`src/rtl/icache_pkg.sv`:
```
// Shared types and width helpers for the set-associative instruction cache.
package icache_pkg;

  typedef enum logic [1:0] {
    IDLE,
    FILL,
    DONE
  } state_e;

  function automatic int offset_bits(input int line_length);
    return $clog2(line_length);
  endfunction

  // NSETS is expected to be at least 2 so the index field is never empty.
  function automatic int index_bits(input int nsets);
    return $clog2(nsets);
  endfunction

  function automatic int beat_bits(input int line_length, input int dw);
    return $clog2(line_length * 8 / dw);
  endfunction

endpackage

```
`src/rtl/icache_way.sv`:
```
// One cache way: line data, tag and valid bit per set, filled one beat at a time.
module icache_way
  import icache_pkg::*;
#(
  parameter int LINE_BITS = 32,
  parameter int NSETS     = 4,
  parameter int TAG_W     = 18,
  parameter int DW        = 4,
  parameter int IDX_W     = index_bits(NSETS),
  parameter int BEAT_W    = $clog2(LINE_BITS / DW)
) (
  input  logic                 clk,
  input  logic                 reset,
  input  logic [IDX_W-1:0]     rd_idx_i,
  output logic [LINE_BITS-1:0] line_o,
  output logic [TAG_W-1:0]     tag_o,
  output logic                 valid_o,
  input  logic [IDX_W-1:0]     wr_idx_i,
  input  logic                 beat_we_i,
  input  logic [BEAT_W-1:0]    beat_i,
  input  logic [DW-1:0]        beat_data_i,
  input  logic                 tag_we_i,
  input  logic [TAG_W-1:0]     tag_i,
  input  logic                 inval_i,
  input  logic                 clear_all_i
);

  logic [NSETS-1:0]     valid_q;
  logic [LINE_BITS-1:0] data_q [NSETS];
  logic [TAG_W-1:0]     tag_q  [NSETS];

  // NOTE: sequential state uses <= so every flop samples pre-edge values.
  always_ff @(posedge clk) begin
    if (reset) begin
      valid_q <= '0;
    end else if (clear_all_i) begin
      valid_q <= '0;
    end else begin
      if (inval_i)  valid_q[wr_idx_i] <= 1'b0;
      if (tag_we_i) valid_q[wr_idx_i] <= 1'b1;
    end
  end

  // NOTE: data and tag arrays carry no reset; the valid bit alone qualifies them.
  always_ff @(posedge clk) begin
    if (beat_we_i) data_q[wr_idx_i][beat_i*DW +: DW] <= beat_data_i;
    if (tag_we_i)  tag_q[wr_idx_i] <= tag_i;
  end

  assign line_o  = data_q[rd_idx_i];
  assign tag_o   = tag_q[rd_idx_i];
  assign valid_o = valid_q[rd_idx_i];

endmodule

```
`src/rtl/icache_assoc.sv`:
```
// Set-associative instruction cache with beat-wise line fill and LRU replacement.
// Define ICACHE_FLUSH_EN to add the flush port (invalidate all, abort fill).
module icache_assoc
  import icache_pkg::*;
#(
  parameter int LINE_LENGTH = 4,
  parameter int NSETS       = 4,
  parameter int WAYS        = 2,
  parameter int RV          = 16,
  parameter int PA          = 22,
  parameter int DW          = 4
) (
  input  logic                                  clk,
  input  logic                                  reset,
  input  logic [PA-1:0]                         paddr,
  input  logic                                  req,
  input  logic                                  fault,
  input  logic [DW-1:0]                         dread,
  input  logic                                  wstrobe_d,
`ifdef ICACHE_FLUSH_EN
  input  logic                                  flush,
`endif
  output logic                                  hit,
  output logic                                  pull,
  output logic [PA-offset_bits(LINE_LENGTH)-1:0] tag,
  output logic [RV-1:0]                         rdata,
  output logic                                  busy
);

  localparam int OFF_W     = offset_bits(LINE_LENGTH);
  localparam int IDX_W     = index_bits(NSETS);
  localparam int TAG_W     = PA - OFF_W - IDX_W;
  localparam int LINE_BITS = LINE_LENGTH * 8;
  localparam int BEAT_W    = beat_bits(LINE_LENGTH, DW);
  localparam int LAST_BEAT = LINE_BITS / DW - 1;
  localparam int RB_W      = $clog2(RV / 8);

  logic [IDX_W-1:0] req_idx;
  logic [TAG_W-1:0] req_tag;
  assign req_idx = paddr[OFF_W +: IDX_W];
  assign req_tag = paddr[PA-1 -: TAG_W];

  state_e            state_q, state_d;
  logic [BEAT_W-1:0] beat_q, beat_d;
  logic [IDX_W-1:0]  set_q, set_d;
  logic [TAG_W-1:0]  fill_tag_q, fill_tag_d;
  logic              vict_q, vict_d;

  logic [LINE_BITS-1:0] way_line [WAYS];
  logic [TAG_W-1:0]     way_tag  [WAYS];
  logic [WAYS-1:0]      way_valid, hit_vec;

  logic [IDX_W-1:0] wr_idx_c;
  logic beat_we_c, tag_we_c, inval_c, clear_all_c, lru_hit_c, lru_fill_c;
  logic victim_c, hit_way_c, flush_c;

`ifdef ICACHE_FLUSH_EN
  assign flush_c = flush;
`else
  assign flush_c = 1'b0;
`endif

  for (genvar w = 0; w < WAYS; w++) begin : g_way
    icache_way #(
      .LINE_BITS(LINE_BITS), .NSETS(NSETS), .TAG_W(TAG_W), .DW(DW),
      .IDX_W(IDX_W), .BEAT_W(BEAT_W)
    ) u_way (
      .clk        (clk),
      .reset      (reset),
      .rd_idx_i   (req_idx),
      .line_o     (way_line[w]),
      .tag_o      (way_tag[w]),
      .valid_o    (way_valid[w]),
      .wr_idx_i   (wr_idx_c),
      .beat_we_i  (beat_we_c && (vict_q == 1'(w))),
      .beat_i     (beat_q),
      .beat_data_i(dread),
      .tag_we_i   (tag_we_c && (vict_q == 1'(w))),
      .tag_i      (fill_tag_q),
      .inval_i    (inval_c && (victim_c == 1'(w))),
      .clear_all_i(clear_all_c)
    );
    assign hit_vec[w] = way_valid[w] && (way_tag[w] == req_tag) && (state_q == IDLE);
  end

  assign hit = |hit_vec;

  // lru_q[set] names the way to evict next in that set.
  if (WAYS == 2) begin : g_lru
    logic [NSETS-1:0] lru_q;
    always_ff @(posedge clk) begin
      if (reset)           lru_q <= '0;
      else if (lru_fill_c) lru_q[set_q] <= ~vict_q;
      else if (lru_hit_c)  lru_q[req_idx] <= ~hit_way_c;
    end
    assign hit_way_c = hit_vec[1];
    assign victim_c  = !way_valid[0] ? 1'b0 : (!way_valid[1] ? 1'b1 : lru_q[req_idx]);
  end else begin : g_no_lru
    assign hit_way_c = 1'b0;
    assign victim_c  = 1'b0;
  end

  always_ff @(posedge clk) begin
    if (reset) begin
      state_q    <= IDLE;
      beat_q     <= '0;
      set_q      <= '0;
      fill_tag_q <= '0;
      vict_q     <= 1'b0;
    end else begin
      state_q    <= state_d;
      beat_q     <= beat_d;
      set_q      <= set_d;
      fill_tag_q <= fill_tag_d;
      vict_q     <= vict_d;
    end
  end

  // NOTE: every signal driven here gets a default first so no path infers a latch.
  always_comb begin
    state_d     = state_q;
    beat_d      = beat_q;
    set_d       = set_q;
    fill_tag_d  = fill_tag_q;
    vict_d      = vict_q;
    wr_idx_c    = set_q;
    beat_we_c   = 1'b0;
    tag_we_c    = 1'b0;
    inval_c     = 1'b0;
    clear_all_c = 1'b0;
    lru_hit_c   = 1'b0;
    lru_fill_c  = 1'b0;
    if (flush_c) begin
      clear_all_c = 1'b1;
      state_d     = IDLE;
      beat_d      = '0;
    end else begin
      case (state_q)
        IDLE: begin
          if (req && hit) begin
            lru_hit_c = 1'b1;
          end else if (req) begin
            state_d    = FILL;
            set_d      = req_idx;
            fill_tag_d = req_tag;
            vict_d     = victim_c;
            wr_idx_c   = req_idx;
            inval_c    = 1'b1;
            beat_d     = '0;
          end
        end
        FILL: begin
          // A fault discards the beat it arrives with, including the final one.
          if (fault) begin
            state_d = IDLE;
            beat_d  = '0;
          end else if (wstrobe_d) begin
            beat_we_c = 1'b1;
            if (beat_q == BEAT_W'(LAST_BEAT)) begin
              tag_we_c   = 1'b1;
              lru_fill_c = 1'b1;
              state_d    = DONE;
              beat_d     = '0;
            end else begin
              beat_d = beat_q + 1'b1;
            end
          end
        end
        DONE:    state_d = IDLE;
        default: state_d = IDLE;
      endcase
    end
  end

  assign pull = (state_q == FILL);
  assign busy = (state_q != IDLE);
  assign tag  = {fill_tag_q, set_q};

  logic [OFF_W-1:0]     sel;
  logic [LINE_BITS-1:0] hit_line;
  logic [RV-1:0]        slice;
  assign sel = paddr[OFF_W-1:0] >> RB_W;

  // The lowest-addressed byte of the selected slice lands in the top byte of rdata.
  always_comb begin
    rdata    = 'x;
    hit_line = way_line[hit_way_c];
    slice    = RV'(hit_line >> (sel * RV));
    if (hit) begin
      for (int b = 0; b < RV / 8; b++) begin
        rdata[8*b +: 8] = slice[RV-8-8*b +: 8];
      end
    end
  end

endmodule

```
`config.mk`:
```
export PLATFORM = sky130hd
export DESIGN_NAME = icache_assoc
export DESIGN_NICKNAME = d
export VERILOG_FILES = /design/src/rtl/icache_pkg.sv /design/src/rtl/icache_way.sv /design/src/rtl/icache_assoc.sv
export SDC_FILE = /design/constraint.sdc
export NUM_CORES = 1
export LEC_CHECK = 0
export ABC_AREA = 1
export CORE_AREA = 2 2 327 248
export DETAILED_ROUTE_END_ITERATION = 8
export DIE_AREA = 0 0 329 250
export GPL_TIMING_DRIVEN = 0
export PLACE_DENSITY = 0.43
export SLEW_MARGIN = 10
export SYNTH_ARGS = -nofsm -noshare
export SYNTH_HDL_FRONTEND = slang
export SYNTH_HIERARCHICAL = 1
export SYNTH_SLANG_ARGS = --single-unit
```
`constraint.sdc`:
```
create_clock -name clk -period 5.2 [get_ports clk]
set_clock_uncertainty 0.15 [all_clocks]
set_input_delay 1.56 -clock clk [delete_from_list [all_inputs] [get_ports clk]]
set_output_delay 1.56 -clock clk [all_outputs]
set_load 0.02 [all_outputs]
```
==> run summary, run 1 <==
R2R depth = 19
Number of synthesized flops with an enable pin = 400
Input/output buffers = 68
Initial antenna violation count = 0
Crit path DAT = 3.88 ns
Largest net degree at the start of global routing = 19
Max Clock Freq = 179.0 MHz
Core Rows = 90
Reg-to-reg endpoint = g_way[0].u_way/data_q[0][17]
Max Used Layer = met4
Post-Syn Area = 19670 µm²
Routed length per instance = 19.88 µm
Hold WS = 0.3130 ns
Post-DP HPWL = 44980 µm
DIE HEIGHT = 250 µm
CTS tree = done
Outcome = complete, but fails checks
CP Launch Type = primary input
RSZ-0062 raised after global routing = yes
Seq/Total Area, Yosys = 64.95%
Routed length on met1 = 30940 µm
CP Max Fanout = 8
All-Layer GR Usage = 14.97%
WP data required = 3.49 ns
Least-Margin Pin Slew = 0.8133 ns
Synth async-reset ratio = 0%
DP Area = 21670 µm²
Clk Latency, worst-skew pair = 0.59 ns
Share of cells above drive strength 1 = 17.08%
Remaining Overflow, GRT = 0
Worst hold path type = register to register
Share of the synthesized area in the top cell type = 61.08%
Via/cell ratio = 4.539
Main synth FF type = edfxtp_1
Fin. max-slew vios = 0
Leak = 9.316 nW
Post-synthesis cell count = 1899
Critical path class = primary input to output pin
Root buf cell = clkbuf_16
Fin area = 24580 µm²
Critical path launch point = paddr[2]
Global-route wire length before repair = 91410 µm
Final period utilization = 107.5%
Total iterations of the first detailed-routing run = 5
Area Growth Syn to Fin = 24.99%
Met2 Routed Length = 27310 µm
Drt drc = 0
Syn_area_per_cell = 10.36 µm²
Yosys top cell by area = edfxtp_1
Slew headroom = 45.72%
FF-to-FF setup slack = 1.51 ns
Final WS setup = -0.3881 ns
Gpl congestion = 0.8750
Core footprint = 79390 µm²
Minimum clock period = 5.588 ns
Max-cap check violation count = 0
Yosys Warn Count = 6
Crit path capture = rdata[11]
Pwr/cell area = 340.4 nW/µm²
Met3 wire length = 2838 µm
Die X = 329 µm
RR Startpoint = g_way[1].u_way/tag_q[1][8]
Die area = 82250 µm²
Failing checks = negative setup slack
Fillers = 8087
Sink Count = 438
Final hold violations = 0
Synth unique cells = 40
Final Net Count = 2094
Worst IR Drop VDD = 0.1986 mV
Finished Core Util = 30.96%
Starting Density = 24.77%
Vias = 14290
Num CTS Buffers = 49
WL final = 62610 µm
Critical Path Sink Type = output pin
Final setup viols = 17
Bufs on Longest Clock Path = 3
Most instantiated cells after synthesis = edfxtp_1, nand2_1, nor2_1, inv_1, o21ai_0
Most numerous cell in the Yosys netlist = edfxtp_1
CTS clock-pin slew for the worst setup and hold paths = 0.06 ns
Top Ports = 70
Seq cells post-synth = 438
H-tree depth = 2
Synth top area cells = edfxtp_1, nand2_1, nor2_1
Number of global-route vias before repair = 13980
Final ANT Viol Nets = 0
DR iter-0 viols = 1233
Hold Buf Count CTS = 0
-- metal layers --
metal | track usage (%) | vias up
li1 | - | 6836
met1 | 22.34 | 6993
met2 | 22.39 | 378
met3 | 2.178 | 86
met4 | 4.110 | 0
met5 | 0 | -
-- registers in the layout, summed over array words and instances (netlist names) --
register / flops
g_way.u_way/data_q: 256
g_way.u_way/tag_q: 144
fill_tag_q: 18
g_way.u_way/valid_q: 8
g_lru.lru_q: 4
beat_q: 3
set_q: 2
state_q: 2
vict_q: 1
-- power breakdown --
group          total (mW)  internal, mW  switching (mW)
Clock                3.38          2.00            1.38
Sequential           3.96          3.87          0.0827
Combinational        1.03         0.320           0.713
-- area by class of cell --
| cell class | count | area [µm²] | share of cell area (%) |
|---|---|---|---|
| Antenna cell | 1 | 2.502 | 0.01018 |
| Buffer | 92 | 758.2 | 3.085 |
| Multi-Input combinational cell | 1118 | 5979 | 24.33 |
| Timing Repair Buffer | 104 | 1196 | 4.867 |
| Clock inverter | 21 | 212.7 | 0.8654 |
| Tap cell | 1058 | 1324 | 5.386 |
| Inverter | 251 | 992.2 | 4.037 |
| Clock buffer | 66 | 1341 | 5.457 |
| Sequential cell | 438 | 12770 | 51.96 |
-- worst min path at each step --
stage | startpoint | end | slack [ns] | cells past startpoint
3_5_place_dp | g_way[0].u_way/valid_q[0] | g_way[0].u_way/valid_q[0] | 0.31 | 2
3_3_place_gp | g_way[0].u_way/valid_q[0] | g_way[0].u_way/valid_q[0] | 0.30 | 2
4_1_cts | g_way[0].u_way/valid_q[0] | g_way[0].u_way/valid_q[0] | 0.31 | 2
5_1_grt | g_way[0].u_way/valid_q[2] | g_way[0].u_way/valid_q[2] | 0.34 | 2
2_1_floorplan | g_way[0].u_way/valid_q[0] | g_way[0].u_way/valid_q[0] | 0.28 | 2
6_report | g_way[0].u_way/valid_q[0] | g_way[0].u_way/valid_q[0] | 0.31 | 2
-- through the flow --
step | TNS, ns | worst slack (ns) | total power, mW | cells
2_1_floorplan | 0 | 0.2410 | 4.518 | 1900
3_3_place_gp | -836.86 | -2.740 | 4.931 | 3026
3_5_place_dp | -825.73 | -2.720 | 4.937 | 3026
4_1_cts | -5.475 | -0.3923 | 8.408 | 3144
5_1_grt | -7.742 | -0.4980 | 8.670 | 3148
6_report | -5.894 | -0.3881 | 8.367 | 3149
-- critical path, stage by stage --
cell      delay (ns)
buf_16          0.13
clkinv_8        0.06
buf_12          0.13
buf_12          0.11
buf_12          0.12
o21ai_4         0.06
o22ai_4         0.19
inv_1           0.07
nand2_1         0.07
nand2_2         0.07
nor2_2          0.11
nand2_1         0.07
nor2_2          0.15
nand3_4         0.16
buf_12          0.20
buf_12          0.14
o211ai_4        0.19
nand2_1         0.08
buf_2           0.16
-- repair_timing --
action	in CTS	in global routing
gates cloned	3	1
hold endpoints to repair	0	0
resized for setup	279	83
setup buffers	29	4
pin swaps	44	36
setup endpoints to repair	425	357
-- cell families after synthesis --
family | after synthesis | synth area share, %
DFF | 438 | 64.95
and+or+nand+nor | 680 | 14.36
adders and majority gates | 9 | 0.5726
buffers and inverters | 344 | 7.457
other | 1 | 0.01907
AOI/OAI and AO/OA | 416 | 12.15
xor gates and xnor gates | 11 | 0.4899
-- placed cells by master (no fill, tap or decap), types with 6 or more instances in the layout --
cell type and instances:
a21oi_1 96, buf_12 19, buf_2 31, buf_4 31, buf_6 24, buf_8 9, clkbuf_1 30, clkbuf_16 51
clkbuf_8 7, clkdlybuf4s50_1 49, clkinv_1 8, clkinv_2 7, clkinvlp_4 10, dfxtp_1 38, edfxtp_1 400, ha_1 9
inv_1 228, inv_2 11, nand2_1 268, nand2_2 32, nand3_1 51, nand4_1 6, nor2_1 232, nor2_2 26
nor3_1 19, nor3_2 12, nor3_4 9, o211ai_1 53, o211ai_2 11, o21ai_0 138, o21ai_1 48, o21ai_2 9
o22ai_1 36, o22ai_2 13, xnor2_1 9
(Power assumes the default switching activity.)
==> run 2: changes to the inputs <==
- clock period: 5.2 -> 6.2 ns (I/O delays scaled with it)
==> run 2 against run 1 <==
Against the previous run:
- the flow still finishes with violations (negative setup slack)
- critical path type unchanged
- worst hold slack got worse by 0.0031 ns
- first-iteration DRC count increased by 0.24%
- highest routed layer unchanged
- largest cell class unchanged
- largest power group unchanged
- sequential power decreased by 16%
- clock power decreased by 16%
- register-to-register slack improved by 0.44 ns
- utilization decreased by 0.65 points
- sequential share of layout area increased by 1.1 points
==> run summary, run 2 (synthesis results as in run 1) <==
Least-Margin Pin Slew = 0.9236 ns
DR iter-0 viols = 1236
Final Net Count = 2082
Met1 GRT Util = 22.26%
CP Max Fanout = 7
CTS clock-pin slew for the worst setup and hold paths = 0.06 ns
Input/output buffers = 68
Core Rows = 90
Number of global-route vias before repair = 13910
Top reg by flops = g_way.u_way/data_q
Max-cap check violation count = 0
Vias = 14240
Top Ports = 70
Worst Hold Path Cells = 2
Worst IR Drop VDD = 0.1648 mV
Drt drc = 0
Crit path DAT = 4.22 ns
Post-DP HPWL = 44980 µm
WP data required = 4.19 ns
Outcome = complete, but fails checks
Failing checks = negative setup slack
Diodes inserted = 0
RSZ-0062 raised after global routing = yes
DIE HEIGHT = 250 µm
Max Clock Freq = 160.4 MHz
GR Util met2 = 22.44%
Critical Path Sink Type = output pin
Remaining Overflow, GRT = 0
Slew headroom = 38.43%
Die area = 82250 µm²
Total iterations of the first detailed-routing run = 6
Num CTS Buffers = 49
WL final = 62590 µm
Dpl ws = -2.320 ns
Largest register FFs = 256
Via/cell ratio = 4.540
Die X = 329 µm
All-Layer GR Usage = 14.96%
Clk Latency, worst-skew pair = 0.59 ns
Grt met3 use = 2.170%
Core footprint = 79390 µm²
Share of cells above drive strength 1 = 14.15%
Worst hold path type = register to register
Final period utilization = 100.6%
CTS tree = done
Sink Count = 438
Starting Density = 24.77%
Final setup viols = 4
CP Launch Type = primary input
Hold Buf Count CTS = 0
Largest net degree at the start of global routing = 19
Final ANT Viol Nets = 0
Critical path class = primary input to output pin
Routed length per instance = 19.96 µm
Final WS setup = -0.03451 ns
Pwr/cell area = 289.9 nW/µm²
Minimum clock period = 6.235 ns
RR Startpoint = g_way[1].u_way/tag_q[1][8]
TNS Setup = -0.07724 ns
Most common cell after layout, fill and taps aside = edfxtp_1
Root buf cell = clkbuf_16
Gpl congestion = 0.8750
Bufs on Longest Clock Path = 3
Leak = 9.167 nW
Overall power = 6.977 mW
H-tree depth = 2
Most frequent cells in the layout = edfxtp_1, nand2_1, nor2_1
Min-delay src = g_way[0].u_way/valid_q[0]
Area Growth Syn to Fin = 22.37%
Regs by FF count = g_way.u_way/data_q (256), g_way.u_way/tag_q (144), fill_tag_q (18)
Initial antenna violation count = 0
Fin. max-slew vios = 0
Final hold violations = 0
R2R depth = 16
Global-route wire length before repair = 91230 µm
Critical path launch point = paddr[2]
GRT busiest layer = met2
[run 2: cell type report]
cell class	instances	area, µm²
repair buffers	93	955.9
clock buffers	66	1341
clock inverters	21	212.7
flip-flops and latches	438	12770
fillers	8108	55320
well taps	1058	1324
plain buffers	91	711.9
inverters	251	959.7
multi-input cells	1118	5787
[run 2: repair_timing]
item | 4_1_cts | 5_1_grt
gates cloned | 2 | 2
pin swaps | 20 | 34
resized for setup | 191 | 83
endpoints found under the setup margin | 418 | 17
buffers inserted | 18 | 3
[run 2: worst max-delay path: stages]
cell	delay, ns
buf_16	0.13
buf_12	0.14
buf_12	0.13
clkbuf_16	0.15
nor2_2	0.11
o22ai_2	0.11
xor2_1	0.21
nor2_1	0.12
nand2_1	0.07
nor2_2	0.13
nand3_4	0.19
buf_8	0.19
o211ai_1	0.35
nand2_1	0.12
buf_6	0.15
[run 2: final timing paths]
kind                            slack, ns                            to
worst max register to register       1.95  g_way[0].u_way/data_q[2][16]
worst max-delay path                -0.03                      rdata[8]
worst min register to register       0.31     g_way[0].u_way/valid_q[0]
worst min-delay path                 0.31     g_way[0].u_way/valid_q[0]
[run 2: report_power, final]
group | switching [mW] | internal, mW
logic | 0.573 | 0.255
registers | 0.0689 | 3.25
clock network | 1.16 | 1.67
total | 1.80 | 5.18
[run 2: routing by layer]
layer,part of all wire (%),vias up
met4,2.4,0
met2,44,399
met3,5.0,87
li1,-,6813
met1,49,6938
met5,0,-
[run 2: per-stage QoR]
step	instances	cell area (µm²)	util [%]	hold slack, ns
3_3_place_gp	3026	21670	27.30	0.2962
3_5_place_dp	3026	21670	27.30	0.3053
5_1_grt	3136	24060	30.31	0.3358
2_1_floorplan	1900	19670	-	0.2832
6_report	3136	24060	30.31	0.3099
4_1_cts	3133	23750	29.91	0.3130
==> run 3: changes to the inputs <==
- PLACE_DENSITY: 0.43 -> 0.45
- clock period: 6.2 -> 5.3 ns (I/O delays scaled with it)
==> run 3 against run 2 <==
Against the previous run:
- the run still ends with negative setup slack left
- sequential share of layout area down 1.4 points
- utilization is 0.81 points higher
- power is 17% higher
- global-route usage is 0.14 points lower
- critical path depth rose by 3
- worst hold slack better by 0.0017 ns
- count of clock-buffer cells in the layout down 7
- final cell count up 0.38%
- sequential cell count unchanged
- combinational power increased by 22%
- cell area increased by 2.7%
- register-to-register slack got worse by 0.44 ns
- largest power group unchanged
==> run summary, run 3 (synthesis results as in run 1) <==
CP Launch Type = primary input
Gpl congestion = 0.8566
Hold WS = 0.3115 ns
CTS tree = done
H-tree depth = 2
Regs by FF count = g_way.u_way/data_q (256), g_way.u_way/tag_q (144), fill_tag_q (18)
Final Net Count = 2094
Number of global-route vias before repair = 13800
Global-route wire length before repair = 90690 µm
Core footprint = 79390 µm²
RSZ-0062 raised after global routing = yes
DP Area = 21670 µm²
Final WS setup = -0.3620 ns
Num CTS Buffers = 48
Clk Latency, worst-skew pair = 0.61 ns
Critical Path Sink Type = output pin
Max-cap check violation count = 0
Via/cell ratio = 4.571
Fin. max-slew vios = 0
Most frequent cells in the layout = edfxtp_1, nand2_1, nor2_1
Min-delay src = g_way[0].u_way/valid_q[1]
Worst path cell trace = buf_16, clkinv_8, buf_12, buf_12, buf_12, o21ai_4, o22ai_4, inv_1, nand2_1, nand2_2, nor2_1, nand2_1, nor2_2, nand3_4, clkbuf_8, o211ai_1, nand2_1, buf_6
All-Layer GR Usage = 14.82%
Placed insts = 3026
Root buf cell = clkbuf_16
RR Startpoint = g_way[1].u_way/tag_q[1][8]
R2R depth = 17
Final hold violations = 0
Bufs on Longest Clock Path = 3
Die area = 82250 µm²
Leak = 9.349 nW
Share of cells above drive strength 1 = 17.51%
Initial antenna violation count = 0
Area Growth Syn to Fin = 25.63%
Slew headroom = 37.52%
Top Ports = 70
DR iter-0 viols = 1297
Failing checks = negative setup slack
Switch share = 26.22%
Overall power = 8.187 mW
Post-route insts no fill = 3148
WP data required = 3.56 ns
Minimum clock period = 5.662 ns
Final ANT Viol Nets = 0
Comb pwr share = 12.4%
Sink Count = 438
Multi-input gate area = 6121 µm²
FF-to-FF setup slack = 1.51 ns
Critical path class = primary input to output pin
Least-Margin Pin Slew = 0.9372 ns
WL final = 62220 µm
Register area = 12770 µm²
Clock power share = 40.3%
Max Clock Freq = 176.6 MHz
Fin area = 24710 µm²
Drt drc = 0
DIE HEIGHT = 250 µm
CTS clock-pin slew for the worst setup and hold paths = 0.05 ns
Routed length per instance = 19.77 µm
Net Sw Power = 2.147 mW
Top reg by flops = g_way.u_way/data_q
Post-DP HPWL = 44380 µm
Worst Hold Path Cells = 2
TNS Setup = -5.222 ns
Total iterations of the first detailed-routing run = 6
Core Rows = 90
Starting Density = 24.77%
Vias = 14390
CP Max Fanout = 8
Die X = 329 µm
Min-Delay Endpoint = g_way[0].u_way/valid_q[1]
Hold Buf Count CTS = 0
Worst hold path type = register to register
Reg-to-reg endpoint = g_way[1].u_way/data_q[0][27]
Flop pwr share = 47.3%
Largest net degree at the start of global routing = 19
Remaining Overflow, GRT = 0
Pwr/cell area = 331.4 nW/µm²
Input/output buffers = 68
Internal power = 6.040 mW
Most common cell after layout, fill and taps aside = edfxtp_1
Max stage delay on crit path = 0.31 ns
Largest register FFs = 256
Diodes inserted = 0
Final period utilization = 106.8%
Worst IR Drop VDD = 0.2023 mV
Final setup viols = 17
Crit path DAT = 3.92 ns
Slowest CP cell = o211ai_1
Outcome = complete, but fails checks
Fillers = 8053
## run 3: worst max path at each step
stage	startpoint	endpoint	slack [ns]	depth (start not counted)
floorplan	paddr[2]	rdata[0]	0.28	16
global placement	paddr[3]	rdata[6]	-2.68	16
detailed placement	paddr[3]	rdata[5]	-2.66	16
CTS	paddr[2]	rdata[8]	-0.31	17
global route	paddr[2]	rdata[9]	-0.45	19
finish	paddr[2]	rdata[8]	-0.36	18
## run 3: timing repair
action,in CTS,in global routing
resized for setup,306,94
setup buffers,18,13
gates cloned,6,0
pin swaps,41,43
endpoints found under the setup margin,425,229
## run 3: area by class of cell
type                       count  share of cell area (%)
sequential                   438                   51.70
multi-input combinational   1118                   24.77
tap                         1058                   5.358
clock buffer                  59                   5.069
timing repair buffer         104                   4.771
inverter                     251                   3.981
buffer                        93                   3.231
clock inverter                27                   1.119
## run 3: power by group through the flow
stage                     Sequential [mW]  Combinational [mW]  Clock [mW]
after floorplan                      3.92               0.509           0
after global routing                 3.88                1.10        3.50
after CTS                            3.87               0.967        3.38
after detailed placement             3.95               0.884           0
final                                3.87                1.01        3.30
after global placement               3.95               0.881           0
## run 3: per-layer routing
metal  vias up  global-route usage [%]  routed length (µm)
li1       6819                       -                   -
met1      7120                   21.70               30140
met2       374                   22.70               27480
met3        76                   2.162                3132
met4         0                   3.992                1471
met5         -                       0                   0
## run 3: stage by stage
stage                     worst slack, ns  utilization, %
after floorplan                    0.2810               -
after CTS                         -0.3060           30.51
final                             -0.3620           31.12
after detailed placement           -2.655           27.30
after global routing              -0.4480           31.12
after global placement             -2.683           27.30
## run 3: critical path: cells and delay by family
family | cells | cell delay (ns)
AOI/OAI and AO/OA | 3 | 0.53
and+or+nand+nor | 7 | 0.76
buffers and inverters | 8 | 1.01
